**src/rtl/ss_ram_arbiter.sv**
```systemverilog
// ss_ram_arbiter: shares one single-port RAM between a read-data engine
// (requester 0) and a write-data engine (requester 1). A registered grant FSM
// arbitrates round-robin on contention and forces a handoff after MAX_BURST
// consecutive cycles when the other side is waiting. The owner's access is
// muxed onto the RAM port and read data is returned to whoever issued the read.
module ss_ram_arbiter #(
  parameter int SIZE_ADDR = 6,
  parameter int SIZE_DATA = 8,
  parameter int MAX_BURST = 16
) (
  input  logic                 i_clk,
  input  logic                 i_rst,
  input  logic                 i_req_0,
  input  logic                 i_we_0,
  input  logic [SIZE_ADDR-1:0] i_addr_0,
  input  logic [SIZE_DATA-1:0] i_data_0,
  input  logic                 i_req_1,
  input  logic                 i_we_1,
  input  logic [SIZE_ADDR-1:0] i_addr_1,
  input  logic [SIZE_DATA-1:0] i_data_1,
  output logic                 o_gnt_0,
  output logic                 o_gnt_1,
  output logic                 o_rvalid_0,
  output logic                 o_rvalid_1,
  output logic [SIZE_DATA-1:0] o_rdata,
  output logic                 o_en_ram,
  output logic                 o_we_ram,
  output logic [SIZE_ADDR-1:0] o_addr_ram,
  output logic [SIZE_DATA-1:0] o_data_ram,
  input  logic [SIZE_DATA-1:0] i_data_ram
);

  // One extra bit keeps MAX_BURST = 1 legal (a 1-bit counter pinned at 0).
  localparam int CNT_W = $clog2(MAX_BURST) + 1;
  localparam logic [CNT_W-1:0] CNT_LAST = CNT_W'(MAX_BURST - 1);

  typedef enum logic [1:0] {
    IDLE = 2'd0,
    GNT0 = 2'd1,
    GNT1 = 2'd2
  } state_t;

  state_t           state;
  state_t           state_nxt;
  logic [CNT_W-1:0] burst_cnt;
  logic [CNT_W-1:0] burst_cnt_nxt;
  logic             last_owner;
  logic             last_owner_nxt;
  logic             burst_done;
  logic             rd_strobe;
  logic             rvalid_0_q;
  logic             rvalid_1_q;

  // The owner has used its full burst allowance; only matters under contention.
  assign burst_done = (burst_cnt == CNT_LAST);

  // Next-state decision: round-robin from IDLE, handoff on release or preemption.
  // NOTE: every variable assigned in an always_comb gets a default at the top,
  // so no path can leave it unassigned and infer a latch.
  always_comb begin
    state_nxt = state;
    case (state)
      IDLE: begin
        if (i_req_0 && i_req_1) begin
          // Tie goes to the side that did not own the port most recently.
          state_nxt = last_owner ? GNT0 : GNT1;
        end else if (i_req_0) begin
          state_nxt = GNT0;
        end else if (i_req_1) begin
          state_nxt = GNT1;
        end
      end
      GNT0: begin
        if (!i_req_0) begin
          state_nxt = i_req_1 ? GNT1 : IDLE;
        end else if (burst_done && i_req_1) begin
          state_nxt = GNT1;
        end
      end
      GNT1: begin
        if (!i_req_1) begin
          state_nxt = i_req_0 ? GNT0 : IDLE;
        end else if (burst_done && i_req_0) begin
          state_nxt = GNT0;
        end
      end
      default: state_nxt = IDLE;
    endcase
  end

  // Burst length tracking and round-robin memory for the next tie.
  always_comb begin
    burst_cnt_nxt  = burst_cnt;
    last_owner_nxt = last_owner;
    if (state_nxt != state) begin
      burst_cnt_nxt = '0;
      if (state_nxt == GNT0) begin
        last_owner_nxt = 1'b0;
      end else if (state_nxt == GNT1) begin
        last_owner_nxt = 1'b1;
      end
    end else if (state != IDLE && !burst_done) begin
      // Saturates at the last burst slot so an uncontended owner keeps the
      // port indefinitely, yet yields on the first cycle the other side asks.
      burst_cnt_nxt = burst_cnt + CNT_W'(1);
    end
  end

  // Grant FSM state register with synchronous reset.
  // NOTE: sequential state uses non-blocking assignments so every register
  // samples its inputs from before the edge, independent of statement order.
  always_ff @(posedge i_clk) begin
    if (i_rst) begin
      state      <= IDLE;
      burst_cnt  <= '0;
      last_owner <= 1'b1;
    end else begin
      state      <= state_nxt;
      burst_cnt  <= burst_cnt_nxt;
      last_owner <= last_owner_nxt;
    end
  end

  // Grants are decoded from the state register alone, never from requests.
  assign o_gnt_0 = (state == GNT0);
  assign o_gnt_1 = (state == GNT1);

  // RAM port mux: only the owner drives the port, and only while it requests.
  always_comb begin
    o_en_ram   = 1'b0;
    o_we_ram   = 1'b0;
    o_addr_ram = '0;
    o_data_ram = '0;
    case (state)
      GNT0: begin
        if (i_req_0) begin
          o_en_ram   = 1'b1;
          o_we_ram   = i_we_0;
          o_addr_ram = i_addr_0;
          o_data_ram = i_data_0;
        end
      end
      GNT1: begin
        if (i_req_1) begin
          o_en_ram   = 1'b1;
          o_we_ram   = i_we_1;
          o_addr_ram = i_addr_1;
          o_data_ram = i_data_1;
        end
      end
      default: begin
      end
    endcase
  end

  assign rd_strobe = o_en_ram & ~o_we_ram;

  // Read-return tag, captured in the issuing cycle so a read made just before
  // a handoff still returns to the side that issued it.
  always_ff @(posedge i_clk) begin
    if (i_rst) begin
      rvalid_0_q <= 1'b0;
      rvalid_1_q <= 1'b0;
    end else begin
      rvalid_0_q <= rd_strobe & (state == GNT0);
      rvalid_1_q <= rd_strobe & (state == GNT1);
    end
  end

  assign o_rvalid_0 = rvalid_0_q;
  assign o_rvalid_1 = rvalid_1_q;

  // The RAM's output register already holds the word in the cycle after the
  // strobe; forward it only while a tag is valid so idle cycles and the
  // post-reset state present zero.
  assign o_rdata = (rvalid_0_q | rvalid_1_q) ? i_data_ram : '0;

endmodule

```
**config.mk**
```make
export PLATFORM = sky130hd
export DESIGN_NAME = ss_ram_arbiter
export DESIGN_NICKNAME = d
export VERILOG_FILES = /design/src/rtl/ss_ram_arbiter.sv
export SDC_FILE = /design/constraint.sdc
export NUM_CORES = 1
export LEC_CHECK = 0
export BUFFER_PORTS_ARGS = -buffer_cell sky130_fd_sc_hd__buf_2
export CORE_ASPECT_RATIO = 1.1
export CORE_UTILIZATION = 40
export CTS_BUF_LIST = sky130_fd_sc_hd__clkbuf_4
export DETAILED_ROUTE_END_ITERATION = 8
export PLACE_DENSITY_LB_ADDON = 0.08
export RECOVER_POWER = 25
export SYNTH_ARGS = -nofsm -noshare
export SYNTH_HDL_FRONTEND = slang
export SYNTH_SLANG_ARGS = --single-unit
```
**constraint.sdc**
```tcl
create_clock -name i_clk -period 2.7 [get_ports i_clk]
set_clock_uncertainty 0.15 [all_clocks]
set_input_delay 0.81 -clock i_clk [delete_from_list [all_inputs] [get_ports i_clk]]
set_output_delay 0.81 -clock i_clk [all_outputs]
set_load 0.01 [all_outputs]
```
---- After elaboration in Yosys (flattened, before gate mapping) ----
Cells that the tools add are included.
storage, ports and cells
  register bits after elaboration ......... 10
  input bits .............................. 42
  output and inout port bits .............. 28
  word-level logic and storage cells ...... 53
operators by class
  $add $sub $neg .......................... 1
  eq/ne operators ......................... 6
  muxes and demuxes ....................... 26
  bitwise gates (word level) .............. 5
  reduce and logical (&&, ||, !) cells .... 10
operator list
  kind                                                  count
  two-way mux 8 bit                                     3
  two-way mux 2 bit                                     9
  case mux 8 bit (2 select lines)                       1
  two-way mux 6 bit                                     2
  case mux 6 bit (2 select lines)                       1
  two-way mux 1 bit                                     7
  case mux 2 bit (3 select lines)                       1
  adder 5 x 1 -> 5 bit (second input constant)          1
  equality test 5 x 4 -> 1 bit (second input constant)  1
  equality test 2 x 1 -> 1 bit (second input constant)  2
  equality test 2 bit (second input constant)           2
  logical AND 1 bit                                     4
  case mux 1 bit (2 select lines)                       2
  nonzero test 2 bit                                    2
  AND 1 bit                                             3
  logical NOT 2 bit                                     1
  != test 2 bit                                         1
  AND reduction 2 bit                                   1
  OR reduction 2 bit                                    1
  logical NOT 1 bit                                     1
  NOT 1 bit                                             1
  OR 1 bit                                              1

---- Longest topological paths before layout ----
  depth in word-level cells ............... 8
  mapped depth ............................ 10
  gate-level depth less buffers ........... 10

---- Worst setup path before layout ----
No wires, ideal clock.
  path kind ............................... input-to-output
  start ................................... in i_req_1
  end ..................................... out o_addr_ram[2]
  arrival time ............................ 1.587 ns
  data required time ...................... 1.740 ns
  slack ................................... 0.153 ns
  cell stages on the path ................. 5
  buffers on the path ..................... 2
  cells stage by stage .................... and2_1 -> clkbuf_1 -> buf_2 -> a22oi_1 -> nor2b_1
on the way
  longest elaborated chain between the ends .. 2
ends and longest elaborated chain
  item                             line  text
  start, declared                  17    input logic i_req_1,
  two-way mux 6 bit                144   if (i_req_1) begin
  case mux 6 bit (2 select lines)  134   case (state)
  end, declared                    28    output logic [SIZE_ADDR-1:0] o_addr_ram,
No other way between the ends.

---- Worst setup path after layout ----
  start ................................... reg state[0]
  end ..................................... out o_addr_ram[2]
on the way
  longest elaborated chain between the ends .. 2
ends and longest elaborated chain
  item                                                                 line  text
  start, declared                                                      43    state_t state;
  start signal, assigned                                               118   state <= state_nxt;
  equality test 2 bit or equality test 2 x 1 -> 1 bit (tied branches)  134
  case mux 6 bit (2 select lines) *                                    134
Every way passes the cells marked *; elsewhere a longest branch is shown, timed or not.

==> impl_metrics.tcl <==
set metrics [dict create \
    rsz0062_at_grt "no" \
    drc 0 \
    syn_area_um2 915.9 \
    grt_max_degree 17 \
    path_class "reg -> out" \
    synthesis.nets 165 \
    gp_congestion 0.8485 \
    cts_tree "built" \
    overflow 0 \
    vias 1127 \
    hold_depth 2 \
    seq_area_um2 203.9 \
    rows 17 \
    grt_pass1_wl_um 3974 \
    fp.dieArea_mm2 0.002485 \
    dr.pass1.iters 4 \
    hold_viol_final 0 \
    vias_per_cell 5.146 \
    status "complete, no violations" \
    die_width_um 47.63 \
    die_h_um 52.19 \
    yosysTopAreaCell "dfxtp_1" \
    rr_startpoint "burst_cnt[0]$_SDFFE_PP0P_" \
    path_depth 7 \
    start_util 0.4394 \
    cts_made_buffers 3 \
    clk_latency_ns 0.27 \
    drtIter0Drc 10 \
    cap_violations 0 \
    synth_cell_types 31 \
    clock_sinks 10 \
    placedCellCount 214 \
    port_buffers 69 \
    synth.most_common_cell "nor2b_1" \
    nets 241 \
    ctsHoldBuffers 0 \
    post-route-period-util 0.9731 \
    synth_ff_type "dfxtp_1" \
    r2r_end "last_owner$_SDFFE_PP1P_" \
    crit_chain "inv_1, ha_1, and2_4, buf_4, a22oi_1, nor2b_1, buf_2" \
    slowest_delay_ns 0.39 \
    hold_path_class "reg -> reg" \
    antenna_found_initial 0 \
    max_slew_margin 0.7027 \
    syn2layout_area_growth_pct 50.68 \
    worst_pin_slew_ns 0.4443 \
    wirelength_um 2812 \
    final_cells 219 \
    p_per_area_mw_per_mm2 407.7 \
    utilization 0.6621 \
    cp_slowest_cell "dfxtp_4" \
    synth_common_cells "24 x nor2b_1, 14 x a22oi_1, 12 x nor2_1, 10 x dfxtp_1, 7 x ha_1" \
    setup_ws_ns 0.07266 \
    synthArstFlopShare 0 \
    cp_top_family "flip-flops" \
    antenna_cells 0 \
    cp-end-kind "primary output" \
    avgSynthCellArea_um2 7.896 \
    ios 70 \
    hold_start "burst_cnt[1]$_SDFFE_PP0P_" \
    fillers 202 \
    worstPathArrival_ns 1.67 \
    post_drt_wl_per_cell_um 12.84 \
    seq_area_frac_synth 0.2186 \
    groute.usage.overall 0.2234 \
    path_buf_inv 3 \
    clk_pin_slew_worst_paths_ns 0.07 \
    place_hpwl_um 2148 \
    placed_cell_area_mm2 0.001313 \
    yosysWarningCount 0 \
    netlist.area_leader.share 0.2186 \
    whs_endpoint "burst_cnt[1]$_SDFFE_PP0P_" \
    stdcell_area_mm2 0.001380 \
    cts_root_buf "clkbuf_4" \
    period_minus_slack_ns 2.627 \
    drive_gt1_frac 0.4607 \
    p_leak_nw 0.6664 \
    start_kind "register" \
    r2r_slack_ns 0.13 \
    multiInputGateArea_um2 700.7 \
    ant_nets 0 \
    grt_pass1_vias 966 \
    cts_max_level 1 \
    cts_buffer_depth 2 \
    syn_inst 116 \
    crit_required_ns 1.74 \
    tns_ns 0 \
    maxSlewViolCount 0 \
    cp_max_fo 7 \
    ir_worst_vdd_v 0.0004218 \
    fmax_mhz 380.6 \
    dp_slack_ns 0.03194 \
    synth_edf_count 0 \
    ys_ff_latch 10 \
    r2r_cells 10 \
    finalSetupViolCount 0 \
    synth.top_cells.by_area "dfxtp_1 22%, nor2b_1 16%, a22oi_1 11%, ha_1 9.6%, nor2_1 4.9%" \
    core_area_mm2 0.002085 \
    post-cts-setup-buffers 0 \
]
## cell type report
cell class                 instances  share of cell area
clock buffer                       3             0.01632
inverter                           3            0.008160
sequential                        10              0.1478
clock inverter                     1            0.002720
timing repair buffer              76              0.2919
tap                               28             0.02539
multi-input combinational         98              0.5077
## layer usage
layer  up-vias  wire length (µm)  global-route usage  share of wire
li1        561                 -                   -              -
met1       514              1114              0.2395           0.40
met2        48              1510              0.4064           0.54
met3         4               154             0.06552          0.055
met4         0                32             0.06481          0.011
met5         -                 0                   0              0
## worst reg2reg max path: cells and delay by family (launching register included)
family / cells / cell delay, ns
simple gates: 2 / 0.37
compound gates: 4 / 0.65
fa+ha+maj: 3 / 0.79
mux: 1 / 0.20
flops: 1 / 0.34
## where the power goes
group / leakage [nW] / switching, W / total (W) / internal, W
sequential: 0.0818 / 0.0000118 / 0.000173 / 0.000161
clock: 0.0154 / 0.0000556 / 0.000109 / 0.0000535
combinational: 0.569 / 0.000141 / 0.000281 / 0.000140
total: 0.666 / 0.000208 / 0.000563 / 0.000354
## cell families after synthesis
group           count (synthesis)  share of synthesized area
simple gates                   55                     0.3292
xor+xnor                        3                    0.02869
buf+inv                         8                    0.04372
compound gates                 30                     0.2514
fa+ha+maj                       7                    0.09562
mux                             3                    0.03279
flops                          10                     0.2186
## repair_timing
item / CTS / global route
cloned: 0 / 1
resized for setup: 3 / 9
setup endpoints to repair: 16 / 17
pin swaps: 0 / 1
## stage by stage
stage	hold WS [ns]	power, W
3_5_place_dp	0.3488	0.0004404
4_1_cts	0.3680	0.0005531
6_report	0.3711	0.0005626
2_1_floorplan	0.3198	0.0003523
3_3_place_gp	0.3420	0.0004313
5_1_grt	0.4087	0.0006015
## flip-flops by register name, summed over array words and instances (netlist names)
| register | count |
|---|---|
| o_rvalid_0 | 1 |
| burst_cnt | 5 |
| last_owner | 1 |
| o_rvalid_1 | 1 |
| state | 2 |
## worst max path at each step
stage / start / slack [ns] / to
after floorplan: i_req_1 / 0.15 / o_addr_ram[2]
after CTS: state[0]$_SDFF_PP0_ / 0.02 / o_data_ram[4]
after global routing: state[0]$_SDFF_PP0_ / 0.004 / o_data_ram[2]
after global placement: i_req_0 / 0.07 / o_data_ram[2]
final: state[0]$_SDFF_PP0_ / 0.07 / o_addr_ram[2]
after detailed placement: i_req_0 / 0.03 / o_data_ram[4]
## layout by cell type, fill, tap and decap left out, types with 2 or more instances in the layout
master | Yosys | routed
buf_2 | 2 | 67
nor2b_1 | 24 | 24
nor2_1 | 12 | 12
a22oi_1 | 14 | 12
dfxtp_1 | 10 | 9
nand2_1 | 6 | 6
ha_1 | 7 | 6
buf_4 | 0 | 5
nand2b_1 | 3 | 3
o21ai_0 | 3 | 3
inv_1 | 3 | 3
a22oi_2 | 1 | 3
a21oi_1 | 3 | 3
mux2i_1 | 3 | 3
clkbuf_4 | 0 | 3
and2_4 | 0 | 2
a22o_1 | 2 | 2
and2_1 | 5 | 2
xor2_1 | 2 | 2
clkbuf_1 | 2 | 2
buf_6 | 1 | 2
No activity file was read; power rests on OpenSTA's default activity.
